--- config.mk ---
export PLATFORM = sky130hd
export DESIGN_NAME = poly_small_gen_flat
export DESIGN_NICKNAME = d
export VERILOG_FILES = /design/src/rtl/poly_small_gen_if.sv /design/src/rtl/poly_small_gen.sv /design/src/flat_wrapper.sv
export SDC_FILE = /design/constraint.sdc
export NUM_CORES = 1
export LEC_CHECK = 0
export BUFFER_PORTS_ARGS = -buffer_cell sky130_fd_sc_hd__buf_2
export CORE_ASPECT_RATIO = 1.1
export CORE_UTILIZATION = 50
export DETAILED_ROUTE_END_ITERATION = 7
export PLACE_DENSITY = 0.7
export SYNTH_ARGS = -nofsm -noshare
export SYNTH_HDL_FRONTEND = slang
export SYNTH_SLANG_ARGS = --single-unit
export TNS_END_PERCENT = 100
--- constraint.sdc ---
create_clock -name clk -period 6.6 [get_ports clk]
set_input_delay 0.99 -clock clk [delete_from_list [all_inputs] [get_ports clk]]
set_output_delay 0.99 -clock clk [all_outputs]
set_load 0.01 [all_outputs]
--- src/rtl/poly_small_gen_if.sv ---
// Sample-in / coefficient-out stream bundle for poly_small_gen.
// master = generator side, slave = sampler/consumer side.
interface poly_small_gen_if #(
    parameter int SW   = 7,
    parameter int LOGN = 9,
    parameter int PW   = 1
);
    logic            samp_valid;
    logic            samp_ready;
    logic [SW-1:0]   samp_val;
    logic            out_valid;
    logic            out_ready;
    logic [SW-1:0]   out_coef;
    logic [LOGN-1:0] out_idx;
    logic [PW-1:0]   out_poly;
    logic            out_last;

    modport master (
        input  samp_valid,
        input  samp_val,
        input  out_ready,
        output samp_ready,
        output out_valid,
        output out_coef,
        output out_idx,
        output out_poly,
        output out_last
    );

    modport slave (
        output samp_valid,
        output samp_val,
        output out_ready,
        input  samp_ready,
        input  out_valid,
        input  out_coef,
        input  out_idx,
        input  out_poly,
        input  out_last
    );
endinterface

--- src/rtl/poly_small_gen.sv ---
// Small-polynomial generator: parity-enforced coefficient stream with
// saturating squared-norm accumulation and a 2-entry output FIFO.
module poly_small_gen #(
    parameter int LOGN       = 9,
    parameter int NPOLY      = 2,
    parameter int SW         = 7,
    parameter int NW         = 24,
    parameter int NORM_BOUND = 16822
) (
    input  logic          clk,
    input  logic          rst_n,
    input  logic          start,
    input  logic          abort,
    poly_small_gen_if.master io,
    output logic          busy,
    output logic          done,
    output logic [NW-1:0] norm_sq,
    output logic          norm_ok,
    output logic [15:0]   rej_cnt
);
    localparam int PW = (NPOLY > 2) ? $clog2(NPOLY) : 1;
    localparam int AW = ((NW > 2*SW) ? NW : 2*SW) + 1;
    localparam int CW = (NW > 31) ? NW + 1 : 32;
    localparam logic [AW-1:0] NMAX =
        {{(AW-NW){1'b0}}, {NW{1'b1}}};
    localparam logic [CW-1:0] BOUND = CW'(NORM_BOUND);
    localparam logic [PW-1:0] PLAST = PW'(NPOLY - 1);

    typedef enum logic [1:0] {
        S_IDLE,
        S_RUN,
        S_DRAIN,
        S_DONE
    } state_t;

    typedef struct packed {
        logic [SW-1:0]   coef;
        logic [LOGN-1:0] idx;
        logic [PW-1:0]   poly;
        logic            last;
    } ent_t;

    state_t          state;
    state_t          state_nx;
    ent_t            mem [2];
    ent_t            head;
    logic            rd_ptr;
    logic            wr_ptr;
    logic [1:0]      cnt;
    logic [LOGN-1:0] idx;
    logic [PW-1:0]   poly;
    logic            parity;

    logic            acc;
    logic            last_idx;
    logic            last_poly;
    logic            pass;
    logic            push;
    logic            rej;
    logic            pop;
    logic            fin;

    logic [2*SW-1:0] sx;
    logic [2*SW-1:0] sq;
    logic [AW-1:0]   sum;
    logic [NW-1:0]   norm_nx;

    assign io.samp_ready = (state == S_RUN) && (cnt != 2'd2);
    assign io.out_valid  = (cnt != 2'd0);

    assign head         = mem[rd_ptr];
    assign io.out_coef  = head.coef;
    assign io.out_idx   = head.idx;
    assign io.out_poly  = head.poly;
    assign io.out_last  = head.last;

    assign busy = (state == S_RUN) || (state == S_DRAIN);
    assign done = (state == S_DONE);

    assign acc       = io.samp_valid && io.samp_ready && !abort;
    assign last_idx  = (idx == {LOGN{1'b1}});
    assign last_poly = (poly == PLAST);
    assign pass      = parity ^ io.samp_val[0];
    assign push      = acc && (!last_idx || pass);
    assign rej       = acc && last_idx && !pass;
    assign pop       = io.out_valid && io.out_ready;
    assign fin       = push && last_idx && last_poly;

    // Low 2*SW bits of the unsigned square equal the signed square.
    assign sx  = {{SW{io.samp_val[SW-1]}}, io.samp_val};
    assign sq  = sx * sx;
    assign sum = {{(AW-NW){1'b0}}, norm_sq}
               + {{(AW-2*SW){1'b0}}, sq};
    assign norm_nx = (sum > NMAX) ? {NW{1'b1}} : sum[NW-1:0];

    always_comb begin
        state_nx = state;
        unique case (state)
            S_IDLE:  if (start) state_nx = S_RUN;
            S_RUN:   if (fin) state_nx = S_DRAIN;
            S_DRAIN: if (cnt == 2'd0) state_nx = S_DONE;
            S_DONE:  state_nx = S_IDLE;
            default: state_nx = S_IDLE;
        endcase
        if (abort) state_nx = S_IDLE;
    end

    always_ff @(posedge clk or negedge rst_n) begin
        if (!rst_n) state <= S_IDLE;
        else        state <= state_nx;
    end

    always_ff @(posedge clk or negedge rst_n) begin
        if (!rst_n) begin
            for (int i = 0; i < 2; i++) mem[i] <= '0;
            rd_ptr  <= 1'b0;
            wr_ptr  <= 1'b0;
            cnt     <= 2'd0;
            idx     <= '0;
            poly    <= '0;
            parity  <= 1'b0;
            norm_sq <= '0;
            norm_ok <= 1'b0;
            rej_cnt <= '0;
        end else if (abort) begin
            rd_ptr <= 1'b0;
            wr_ptr <= 1'b0;
            cnt    <= 2'd0;
        end else begin
            if ((state == S_IDLE) && start) begin
                idx     <= '0;
                poly    <= '0;
                parity  <= 1'b0;
                norm_sq <= '0;
                norm_ok <= 1'b0;
                rej_cnt <= '0;
            end
            if (push) begin
                mem[wr_ptr] <= '{
                    coef: io.samp_val,
                    idx:  idx,
                    poly: poly,
                    last: last_idx && last_poly
                };
                wr_ptr  <= !wr_ptr;
                idx     <= idx + 1'b1;
                norm_sq <= norm_nx;
                parity  <= last_idx ? 1'b0 : pass;
                if (last_idx)
                    poly <= last_poly ? '0 : poly + 1'b1;
            end
            if (rej && (rej_cnt != 16'hFFFF))
                rej_cnt <= rej_cnt + 16'd1;
            if (pop) rd_ptr <= !rd_ptr;
            unique case ({push, pop})
                2'b10:   cnt <= cnt + 2'd1;
                2'b01:   cnt <= cnt - 2'd1;
                default: ;
            endcase
            // Norm is frozen once draining, so the verdict latches here.
            if ((state == S_DRAIN) && (cnt == 2'd0))
                norm_ok <= ({{(CW-NW){1'b0}}, norm_sq} <= BOUND);
        end
    end
endmodule

--- src/flat_wrapper.sv ---
// flat-port wrapper written by rule: the top's interface ports become plain ports
module poly_small_gen_flat 
#(
    parameter int LOGN       = 9,
    parameter int NPOLY      = 2,
    parameter int SW         = 7,
    parameter int NW         = 24,
    parameter int NORM_BOUND = 16822
)
  (clk, rst_n, start, abort, busy, done, norm_sq, norm_ok, rej_cnt, io_samp_valid, io_samp_val, io_out_ready, io_samp_ready, io_out_valid, io_out_coef, io_out_idx, io_out_poly, io_out_last);
  poly_small_gen_if #(.SW(SW), .LOGN(LOGN), .PW(1)) io_i ();
  input  logic clk;
  input  logic rst_n;
  input  logic start;
  input  logic abort;
  output logic busy;
  output logic done;
  output logic [NW-1:0] norm_sq;
  output logic norm_ok;
  output logic [15:0] rej_cnt;
  input wire logic [$bits(io_i.samp_valid)-1:0] io_samp_valid;
  input wire logic [$bits(io_i.samp_val)-1:0] io_samp_val;
  input wire logic [$bits(io_i.out_ready)-1:0] io_out_ready;
  output wire logic [$bits(io_i.samp_ready)-1:0] io_samp_ready;
  output wire logic [$bits(io_i.out_valid)-1:0] io_out_valid;
  output wire logic [$bits(io_i.out_coef)-1:0] io_out_coef;
  output wire logic [$bits(io_i.out_idx)-1:0] io_out_idx;
  output wire logic [$bits(io_i.out_poly)-1:0] io_out_poly;
  output wire logic [$bits(io_i.out_last)-1:0] io_out_last;
  assign io_i.samp_valid = io_samp_valid;
  assign io_i.samp_val = io_samp_val;
  assign io_i.out_ready = io_out_ready;
  assign io_samp_ready = io_i.samp_ready;
  assign io_out_valid = io_i.out_valid;
  assign io_out_coef = io_i.out_coef;
  assign io_out_idx = io_i.out_idx;
  assign io_out_poly = io_i.out_poly;
  assign io_out_last = io_i.out_last;
  poly_small_gen #(.LOGN(LOGN), .NPOLY(NPOLY), .SW(SW), .NW(NW), .NORM_BOUND(NORM_BOUND)) u_core (.clk(clk), .rst_n(rst_n), .start(start), .abort(abort), .io(io_i), .busy(busy), .done(done), .norm_sq(norm_sq), .norm_ok(norm_ok), .rej_cnt(rej_cnt));
endmodule
; ---- Word level (Yosys, flattened, before mapping)
; Index checks and enable logic that the tools add are counted.
[totals]
out_inout_bits = 63
in_bits = 13
romBits = 0
word_cells = 112
ram_bits = 0
latch_bits = 0
memories = 0
ff_bits = 94
[classes]
multipliers = 1
n_reduce_logical = 35
eq_ne = 11
n_div = 0
n_addsub = 6
shifts = 0
n_mux = 32
n_lt_le_gt_ge = 5
bitwise_logic = 4
[op_table]
columns = cell, count
row1 = 18-bit two-way mux, 4
row2 = 24-bit two-way mux, 3
row3 = 36-bit bitwise mux, 1
row4 = 16-bit two-way mux, 2
row5 = 24-bit by 14-bit adder with 25-bit output, 1
row6 = 25-bit by 24-bit greater-than comparator with 1-bit output (second input constant), 1
row7 = 24-bit by 15-bit less-or-equal comparator with 1-bit output (second input constant), 1
row8 = 18-bit demux with 1-bit select, 1
row9 = 9-bit two-way mux, 2
row10 = 16-bit by 1-bit adder with 16-bit output (second input constant), 1
row11 = 16-bit != test (second input constant), 1
row12 = 1-bit logical AND, 14
row13 = 7-bit by 7-bit multiplier with 14-bit output, 1
row14 = 1-bit two-way mux, 12
row15 = 2-bit nonzero test, 6
row16 = 2-bit two-way mux, 5
row17 = 9-bit by 1-bit adder with 9-bit output (second input constant), 1
row18 = 9-bit equality test (second input constant), 1
row19 = 2-bit one-hot mux with 4 select lines, 1
row20 = 2-bit AND reduction, 4
row21 = 2-bit equality test (second input constant), 3
row22 = 3-bit != test (second input constant), 2
row23 = 1-bit logical NOT, 5
row24 = 2-bit by 1-bit equality test with 1-bit output (second input constant), 2
row25 = 15 further kinds, 19

; ---- Longest topological paths before layout
; Gate-level depths: netlist of the first run.
[logic_depth]
depth_word = 10
mapped_depth = 25
ltp_nobuf = 25

; ---- Least setup slack after synthesis of the first run
; No wires, ideal clock.
[synth_timing]
path_type = input-to-reg
start = input port io_samp_val[2]
end = register u_core.norm_sq[23]
t_arrival_ns = 6.273
n_path_buf = 1
required_time_ns = 6.456
stages = 25
setup_time_ns = 0.144
slack_ns = 0.184
cell_sequence = buf_1 -> and2_1 -> inv_1 -> fa_1 -> inv_1 -> fa_1 -> fa_1 -> inv_1 -> fa_1 -> inv_1 -> ha_1 -> nand2_1 -> o21ai_0 -> nor4_1 -> o41ai_1 -> a21oi_1 -> xnor2_1 -> ha_1 -> o21ai_0 -> nand2b_1 -> a21oi_1 -> a211oi_2 -> and4_1 -> and4bb_2 -> nor3_1
[synth_via]
elab_chain_len = 5
[synth_lines]
columns = item, line_no
row1 = from (decl), flat_wrapper.sv:22  ; input wire logic [$bits(io_i.samp_val)-1:0] io_samp_val;
row2 = 7-bit by 7-bit multiplier with 14-bit output *, poly_small_gen.sv:91  ; assign sq = sx * sx;
row3 = 24-bit by 14-bit adder with 25-bit output *, poly_small_gen.sv:93  ; + {{(AW-2*SW){1'b0}}, sq};
row4 = 25-bit by 24-bit greater-than comparator with 1-bit output, poly_small_gen.sv:94  ; assign norm_nx = (sum > NMAX) ? {NW{1'b1}} : sum[NW-1:0];
row5 = 24-bit two-way mux *, poly_small_gen.sv:94
row6 = 24-bit two-way mux *, poly_small_gen.sv:138  ; if (push) begin
row7 = to (signal assigned), poly_small_gen.sv:147  ; norm_sq <= norm_nx;
row8 = to (decl), poly_small_gen.sv:17  ; output logic [NW-1:0] norm_sq,
; Mark *: on every way between the ends. The rest lies on a longest branch, timed or not.
; A chain may end at the register's enable or synchronous reset.

; ---- Worst setup path after layout of the first run
[layout_timing]
start = input port io_samp_val[5]
end = register u_core.norm_sq[23]
; Same word-level chain as after synthesis.

==> results.toml, run 1 <==
[status]
outcome = "complete, no violations"

[setup_path]
crit_arrival_ps = 6570
cp_max_fo = 8
crit_family = "adder cells"
worstSetupStartpointType = "primary input"
critPathSlowestCell = "fa_1"
crit_top_cell = "fa_1"
cp_data_required_time_ps = 6800
reg2reg_slack_ps = 3330
endpoint_kind = "flip-flop"
crit_type = "in2reg"
cp_slowest_stage_delay_ps = 570
startpoint = "io_samp_val[5]"
r2r_start = "u_core.idx[1]"
path_cells = "buf_2 -> and2_1 -> buf_4 -> fa_1 -> fa_1 -> fa_1 -> inv_1 -> fa_1 -> inv_1 -> ha_1 -> nand2_1 -> o21ai_1 -> nor4_1 -> o41ai_1 -> a21oi_1 -> xnor2_1 -> ha_2 -> o21ai_0 -> nand2b_1 -> a21oi_1 -> a211oi_4 -> and4_4 -> and4bb_2 -> nor3_1"
cp_num_buf_inv = 4

[global_routing]
antenna_found_initial = 0
grt_use_total_pct = 22.5
overflow = 0
grt_pass1_vias = 5547
grt_pass1_wl_um = 26100
grt_max_degree = 61

[min_path]
hp-class = "reg2reg"
min_from = "u_core.mem[0]"

[floorplan]
fp-row-count = 45
die_w_um = 115
chipHeight_um = 126
core_area_um2 = 13800
start_util_pct = 51.0
pin_count = 76
dieArea_um2 = 14500

[synth]
yosys_warnings = 0
synthMuxAreaShare_pct = 8.57
synthSimpleGateAreaFrac_pct = 16.0
yosysMostFrequentCell = "dfrtp_1"
synthCells = 739
ys_seq_elements = 94
synth_top_family_by_area = "adder cells"
avgSynthCellArea_um2 = 9.52
synth_top_area_share_pct = 33.4
yosysSeqAreaShare_pct = 33.4
synth_cell_types = 71
yosys-top-cells-count = "dfrtp_1, inv_1, nand2_1"
synthArstFlopShare_pct = 100
synth_fp_nets = 833
synth_compound_area_share_pct = 14.0
synth_ff_type = "dfrtp_1"
synthesis.area_um2 = 7040
synthAdderAreaFrac_pct = 17.7
yosysTopAreaCell = "dfrtp_1"
synth_edf_count = 0
synth_area_leaders = "dfrtp_1, ha_1, fa_1"
synth_xor_xnor_area_share_pct = 3.73

[drt]
antenna_left = 0
wl_per_cell_um = 15.6
first_pass_iters = 5
drt_iter0_markers = 214
drcViolationCount = 0
routed_wl_um = 15700
viasPerCell = 5.50
vias = 5542

[clock_network]
cts_max_level = 3
path_clk_slew_ps = 70
cts_hold_buf = 0
clock_sinks = 94
cts_made_buffers = 9
cts_buffer_depth = 2
root_buffer = "clkbuf_16"
tritoncts = "built"
insertion_delay_ps = 340

[timing]
fmax_ghz = 0.157
hold_viol_final = 0
clock_skew_ps = 6.03
slew_headroom_pct = 31.8
setup_viol = 0
min_period_over_period_pct = 96.4
maxSlewViolCount = 0
layout_setup_ws_ps = 237
worst_pin_slew_ps = 1020
whs_ps = 491
fin_crit_ps = 6360

[power_and_ir_drop]
p_per_area_nw_per_um2 = 387
p_leak_nw = 4.02
peakVddDrop_v = 0.000265

[job]
max-cap-violations = 0

[final_layout]
drive_above_1_share_pct = 23.3
fin_util_pct = 57.9
syn2layout_area_growth_pct = 13.5
diodes = 0
layout.nets = 909

[placement]
post-place-ws_ps = -191
port-buffer-count = 75
hpwl_um = 11800
gp_congestion = 0.916
-- sequential cells by signal (all words and copies together), names as in the netlist --
| register | flops |
|---|---|
| u_core.mem | 36 |
| u_core.norm_sq | 24 |
| u_core.rej_cnt | 16 |
| u_core.idx | 9 |
| u_core.cnt | 2 |
| u_core.state | 2 |
| u_core.last_poly | 1 |
| u_core.norm_ok | 1 |
| u_core.parity | 1 |
| u_core.rd_ptr | 1 |
| u_core.wr_ptr | 1 |
-- stage by stage --
step           area, um^2  setup TNS [ps]  std cells  power, mW
4_1_cts              7930               0       1007       3.01
3_3_place_gp         7630               0        991       2.41
3_5_place_dp         7630            -674        991       2.47
2_1_floorplan        7040               0        739       2.04
5_1_grt              7980           -80.7       1008       3.32
6_report             7980               0       1008       3.09
-- layout by cell type (no fill, tap or decap), types with 3 or more instances in the layout --
master,instances
and3_1,12
nor2_1,46
and2_1,18
o21ai_0,49
xnor2_1,21
nand2b_1,11
o21ai_1,8
nor2b_1,8
a211oi_1,4
a211o_1,3
inv_1,82
mux2_2,50
o31ai_1,8
fa_1,31
a21o_1,4
o41ai_1,4
a31oi_1,13
o21bai_1,3
buf_2,73
nand3_1,19
a21oi_2,3
dfrtp_1,94
mux2i_1,4
xor2_1,9
nor4_1,4
clkbuf_16,9
buf_4,19
nor3_1,13
ha_1,48
a21oi_1,31
nand2_1,59
-- worst min-delay path, cell delays in order (launching register included) --
cell,delay [ps]
dfrtp_1,340
nand2_1,50
o21ai_0,60
-- logic make-up (layout without fill, tap and decap cells) --
group,Yosys count,count (layout)
compound gates,153,153
xor+xnor,30,30
fa+ha+maj,81,81
buf+inv,110,191
flops,94,94
mux,54,54
simple gates,217,217
-- worst paths after layout --
| check | depth (start not counted) | end |
|---|---|---|
| setup reg to reg | 11 | u_core.norm_sq[20] |
| min in group asynchronous | 1 | u_core.mem[32] |
| max in group asynchronous | 2 | u_core.rej_cnt[3] |
| hold reg to reg | 2 | u_core.mem[0] |
| hold / removal | 2 | u_core.mem[0] |
| setup / recovery | 24 | u_core.norm_sq[23] |
-- per-layer routing --
metal	wire, um	GRT usage [%]
met1	6680	27.9
met2	8160	39.5
met3	507	3.34
met4	339	8.40
met5	0	0
-- what timing repair did --
| action | CTS | global route |
|---|---|---|
| setup buffers | 0 | 1 |
| endpoints found under the setup margin | 0 | 12 |
| gates resized for setup | 0 | 13 |
-- power by group --
part	internal [mW]	switching, mW
clock	0.298	0.236
combinational	0.786	1.01
sequential	0.672	0.0882
-- area by class of cell --
class | instances | area, um^2
Fill cell | 1196 | 5810
Multi-Input combinational cell | 535 | 4270
Sequential cell | 94 | 2350
Timing Repair Buffer | 93 | 515
Inverter | 82 | 308
Tap cell | 188 | 235
Clock buffer | 10 | 229
Clock inverter | 6 | 70.1
No activity file was read; power rests on OpenSTA's default activity.
==> inputs of run 2 (changes only) <==
--- a/config.mk
+++ b/config.mk
@@ -6,10 +6,13 @@
 export NUM_CORES = 1
 export LEC_CHECK = 0
 export BUFFER_PORTS_ARGS = -buffer_cell sky130_fd_sc_hd__buf_2
+export CELL_PAD_IN_SITES_DETAIL_PLACEMENT = 0
+export CELL_PAD_IN_SITES_GLOBAL_PLACEMENT = 1
 export CORE_ASPECT_RATIO = 1.1
 export CORE_UTILIZATION = 50
 export DETAILED_ROUTE_END_ITERATION = 7
-export PLACE_DENSITY = 0.7
+export PLACE_DENSITY_LB_ADDON = 0.1
+export RECOVER_POWER = 25
 export SYNTH_ARGS = -nofsm -noshare
 export SYNTH_HDL_FRONTEND = slang
 export SYNTH_SLANG_ARGS = --single-unit
==> run 2 against run 1 <==
Compared with the run above: the run now ends with max-capacitance violations, max-slew violations left; largest power group unchanged; fmax increased by 2.3%; register-to-register slack got worse by 80 ps; wire length is 0.85% higher; cell area about the same; non-clock buffer count is 2 higher; sequential power hardly changed; critical path type unchanged.
==> results.toml, run 2 (same netlist as run 1, synthesis figures left out) <==
[floorplan]
start_util_pct = 51.0
fp-row-count = 45
dieArea_um2 = 14500
die_w_um = 115
pin_count = 76
core_area_um2 = 13800
chipHeight_um = 126

[min_path]
hp-class = "reg2reg"

[power_and_ir_drop]
p_leak_nw = 3.97
p_per_area_nw_per_um2 = 399
peakVddDrop_v = 0.000273

[drt]
antenna_left = 0
viasPerCell = 5.51
first_pass_iters = 4
wl_per_cell_um = 15.7
drcViolationCount = 0
routed_wl_um = 15800
drt_iter0_markers = 238
vias = 5561

[placement]
port-buffer-count = 75
dp_cells = 992
gp_congestion = 0.920
placed_area_um2 = 7640
hpwl_um = 11800

[timing]
fin_tns_setup_ps = 0
maxSlewViolCount = 97
clock_skew_ps = 13.1
setup_viol = 0
fmax_ghz = 0.161
rsz0062_at_grt = "false"
worst_pin_slew_ps = 3500
whs_ps = 483
fin_crit_ps = 6220
hold_viol_final = 0
slew_headroom_pct = -133
min_period_over_period_pct = 94.2

[setup_path]
cp_num_buf_inv = 5
path_cells = "buf_2 -> nand2_1 -> buf_4 -> fa_1 -> inv_1 -> fa_1 -> fa_1 -> inv_1 -> fa_1 -> inv_1 -> ha_1 -> o21ai_0 -> a21oi_1 -> nor4_1 -> a211o_1 -> o21ai_0 -> xnor2_1 -> ha_1 -> a2111oi_4 -> and2_4 -> a211oi_4 -> and4_1 -> and4bb_2 -> nor3_1"
crit_type = "in2reg"
cp_max_fo = 12
cp_data_required_time_ps = 6810
worstSetupStartpointType = "primary input"
crit_arrival_ps = 6420
cp_slowest_stage_delay_ps = 540
critPathSlowestCell = "fa_1"
endpoint_kind = "flip-flop"
crit_family = "adder cells"
crit_top_cell = "fa_1"

[clock_network]
path_clk_slew_ps = 80
cts_max_level = 3
insertion_delay_ps = 360
cts_buffer_depth = 2
cts_made_buffers = 9
root_buffer = "clkbuf_16"
tritoncts = "built"
clock_sinks = 94

[final_layout]
multiInputGateArea_um2 = 4260
drive_above_1_share_pct = 20.6
layout_commonest_cell = "dfrtp_1"
seq_area_um2 = 2350
diodes = 0
largest_register_ffs = 36
fin_area_um2 = 7990
syn2layout_area_growth_pct = 13.6
stdcell_count = 1010
top_regs = "u_core.mem: 36 flops, u_core.norm_sq: 24 flops, u_core.rej_cnt: 16 flops"
n_fill_cell = 1291
largest-register = "u_core.mem"
mostFrequentLayoutCells = "dfrtp_1, inv_1, nand2_1"
layout.nets = 911
fin_util_pct = 57.9

[global_routing]
overflow = 0
antenna_found_initial = 0
grt_pass1_wl_um = 26600
grt_pass1_vias = 5519
grt_use_total_pct = 23.2
grt_max_degree = 67

[job]
max-cap-violations = 2

[status]
failed_checks = "max-capacitance violations, max-slew violations"
outcome = "finished with violations"
[run 2: final timing paths]
| kind | from | endpoint | slack [ps] | cells past startpoint |
|---|---|---|---|---|
| worst max-delay path | io_samp_val[6] | u_core.norm_sq[23] | 380 | 24 |
| worst min-delay path | u_core.mem[16] | u_core.mem[16] | 480 | 2 |
| min in group asynchronous | rst_n | u_core.rej_cnt[0] | 1080 | 1 |
| max in group asynchronous | rst_n | u_core.mem[32] | 1470 | 2 |
| worst min register to register | u_core.mem[16] | u_core.mem[16] | 480 | 2 |
| worst max register to register | u_core.idx[0] | u_core.norm_sq[23] | 3250 | 11 |
[run 2: layer usage]
metal	GRT usage, %	wire (um)	vias to the layer above
met4	6.04	182	0
met2	39.4	7900	90
li1	-	-	2692
met5	0	0	-
met3	3.44	479	12
met1	30.7	7260	2767
[run 2: what timing repair did]
| item | 4_1_cts | 5_1_grt |
|---|---|---|
| hold buffers | 0 | 0 |
| gates resized for setup | 0 | 6 |
| buffers inserted | 0 | 2 |
| endpoints found under the setup margin | 0 | 6 |
[run 2: area by class of cell]
type	instances	share of cell area, %
clock inverters	5	1.08
multi-input cells	535	53.3
inverters	82	3.85
clock buffers	11	3.16
well taps	188	2.94
repair buffers	95	6.20
flip-flops and latches	94	29.4
[run 2: tightest hold or removal path, delay by kind of cell, from the launching register on]
kind | cells | cell delay [ps]
AND/OR/NAND/NOR | 1 | 50
AO/OA/AOI/OAI | 1 | 60
flip-flops | 1 | 340
[run 2: per-stage QoR]
step / worst slack [ps] / total power, mW
after CTS: 258 / 3.10
final: 382 / 3.19
after detailed placement: -132 / 2.50
after global routing: 23.8 / 3.47
after global placement: 46.7 / 2.45
after floorplan: 184 / 2.04
[run 2: power breakdown]
part	total [mW]	switching [mW]	internal (mW)	leakage [nW]
Combinational	1.83	1.01	0.824	2.52
Clock	0.598	0.241	0.357	0.167
Sequential	0.761	0.0890	0.672	1.28
==> inputs of run 3 (changes only) <==
--- a/config.mk
+++ b/config.mk
@@ -10,9 +10,10 @@
 export CELL_PAD_IN_SITES_GLOBAL_PLACEMENT = 1
 export CORE_ASPECT_RATIO = 1.1
 export CORE_UTILIZATION = 50
+export CTS_CLUSTER_DIAMETER = 40
 export DETAILED_ROUTE_END_ITERATION = 7
 export PLACE_DENSITY_LB_ADDON = 0.1
-export RECOVER_POWER = 25
+export RECOVER_POWER = 100
 export SYNTH_ARGS = -nofsm -noshare
 export SYNTH_HDL_FRONTEND = slang
 export SYNTH_SLANG_ARGS = --single-unit
==> run 3 against run 2 <==
Compared with the run above: worst setup slack worse by 9.0 ps; largest power group unchanged; the flow still finishes with violations (max-capacitance violations, max-slew violations); count of clock-buffer cells in the layout did not move; worst hold slack improved by 2.0 ps; fmax down 0.15%; highest routed layer unchanged; register-to-register slack got worse by 960 ps; power down 0.49%; clock power is essentially flat; critical endpoint is now u_core.norm_sq[3]; clock skew about the same.
==> results.toml, run 3 (same netlist as run 1, synthesis figures left out) <==
[drt]
routed_wl_um = 15900
vias = 5514
drt_iter0_markers = 246
viasPerCell = 5.46
wl_per_cell_um = 15.7
first_pass_iters = 4
antenna_left = 0
drcViolationCount = 0

[setup_path]
cp_data_required_time_ps = 6760
cp_max_fo = 12
worstSetupStartpointType = "primary input"
crit_arrival_ps = 6390
endpoint_kind = "flip-flop"
crit_type = "in2reg"

[clock_network]
path_clk_slew_ps = 70
cts_max_level = 3
clock_sinks = 94
cts_buffer_depth = 2
tritoncts = "built"
cts_made_buffers = 9
root_buffer = "clkbuf_16"
insertion_delay_ps = 360

[floorplan]
chipHeight_um = 126
die_w_um = 115
start_util_pct = 51.0
fp-row-count = 45
dieArea_um2 = 14500
core_area_um2 = 13800
pin_count = 76

[final_layout]
top_regs = "u_core.mem: 36 flops, u_core.norm_sq: 24 flops, u_core.rej_cnt: 16 flops"
layout.nets = 911
syn2layout_area_growth_pct = 12.5
seq_area_um2 = 2350
drive_above_1_share_pct = 14.4
diodes = 0
mostFrequentLayoutCells = "dfrtp_1, inv_1, clkbuf_1"
layout_commonest_cell = "dfrtp_1"
n_fill_cell = 1315
largest-register = "u_core.mem"
largest_register_ffs = 36
multiInputGateArea_um2 = 4250

[timing]
fmax_ghz = 0.161
fin_crit_ps = 6230
maxSlewViolCount = 97
worst_pin_slew_ps = 3500
fin_tns_setup_ps = 0
min_period_over_period_pct = 94.3
hold_viol_final = 0
slew_headroom_pct = -133
setup_viol = 0
clock_skew_ps = 13.3
layout_setup_ws_ps = 373
rsz0062_at_grt = "false"

[job]
max-cap-violations = 2

[power_and_ir_drop]
swShare_pct = 42.2
p_switching_mw = 1.34
p_int_mw = 1.84
power_frac_comb_pct = 57.2
peakVddDrop_v = 0.000272
p_per_area_nw_per_um2 = 401
pwr-share-seq_pct = 24.0
p_clk_share_pct = 18.9
p_leak_nw = 3.78

[min_path]
hp-class = "reg2reg"

[global_routing]
use_met1_pct = 30.7
overflow = 0
grt_pass1_wl_um = 26600
grt_use_total_pct = 23.2
busiest_layer = "met2"
grt_pass1_vias = 5519
grt_use_met3_pct = 3.44
gr-usage-met2_pct = 39.4
antenna_found_initial = 0
grt_max_degree = 67

[placement]
gp_congestion = 0.920
hpwl_um = 11800
port-buffer-count = 75
post-place-ws_ps = -132

[status]
failed_checks = "max-capacitance violations, max-slew violations"
outcome = "finished with violations"
[run 3: path summary, 6_finish.rpt]
kind                       slack [ps]                  to  cells past startpoint      startpoint
max                               370   u_core.norm_sq[3]                     25  io_samp_val[6]
min                               480      u_core.mem[16]                      2  u_core.mem[16]
max reg2reg                      2290  u_core.norm_sq[23]                     11   u_core.idx[0]
min reg2reg                       480      u_core.mem[16]                      2  u_core.mem[16]
max in group asynchronous        1470      u_core.mem[32]                      2           rst_n
min in group asynchronous        1080   u_core.rej_cnt[0]                      1           rst_n
[run 3: layer usage]
layer,up-vias,wire length (um)
li1,2696,-
met1,2725,7380
met2,81,7890
met3,12,405
met4,0,182
met5,-,0
[run 3: layout make-up]
| type | count | area share, % |
|---|---|---|
| clock buffer | 11 | 3.19 |
| timing repair buffer | 95 | 5.41 |
| clock inverter | 5 | 1.09 |
| sequential | 94 | 29.7 |
| tap | 188 | 2.97 |
| inverter | 82 | 3.89 |
| multi-input combinational | 535 | 53.7 |
[run 3: power groups by stage]
stage                     logic, mW  registers (mW)  clock network [mW]
final                          1.82           0.761               0.599
after global routing           2.04           0.777               0.630
after CTS                      1.73           0.759               0.608
after detailed placement       1.73           0.770                   0
after global placement         1.69           0.763                   0
after floorplan                1.28           0.760                   0
[run 3: worst max-delay path: stages]
cell	delay (ps)
buf_2	200
nand2_1	110
clkbuf_1	140
fa_1	500
inv_1	50
fa_1	460
fa_1	540
inv_1	60
fa_1	530
inv_1	40
ha_1	320
o21ai_0	90
a21oi_1	170
nor4_1	70
a211o_1	260
o21ai_0	210
xnor2_1	200
ha_1	300
and3_1	210
clkbuf_1	130
nand2_1	60
a21oi_1	60
a31oi_1	150
clkbuf_1	370
a31oi_1	160
[run 3: timing repair]
item / CTS / global route
resized for setup: 0 / 6
setup buffers: 0 / 2
hold buffers: 0 / 0
endpoints found under the setup margin: 0 / 6
[run 3: metrics by stage]
stage	hold slack, ps	instances	area (um^2)	total power, mW	util (%)
global route	521	1010	7920	3.45	57.4
floorplan	444	739	7040	2.04	-
finish	485	1010	7920	3.18	57.4
detailed placement	470	992	7640	2.50	55.4
CTS	484	1008	7980	3.10	57.8
global placement	458	992	7640	2.45	55.4
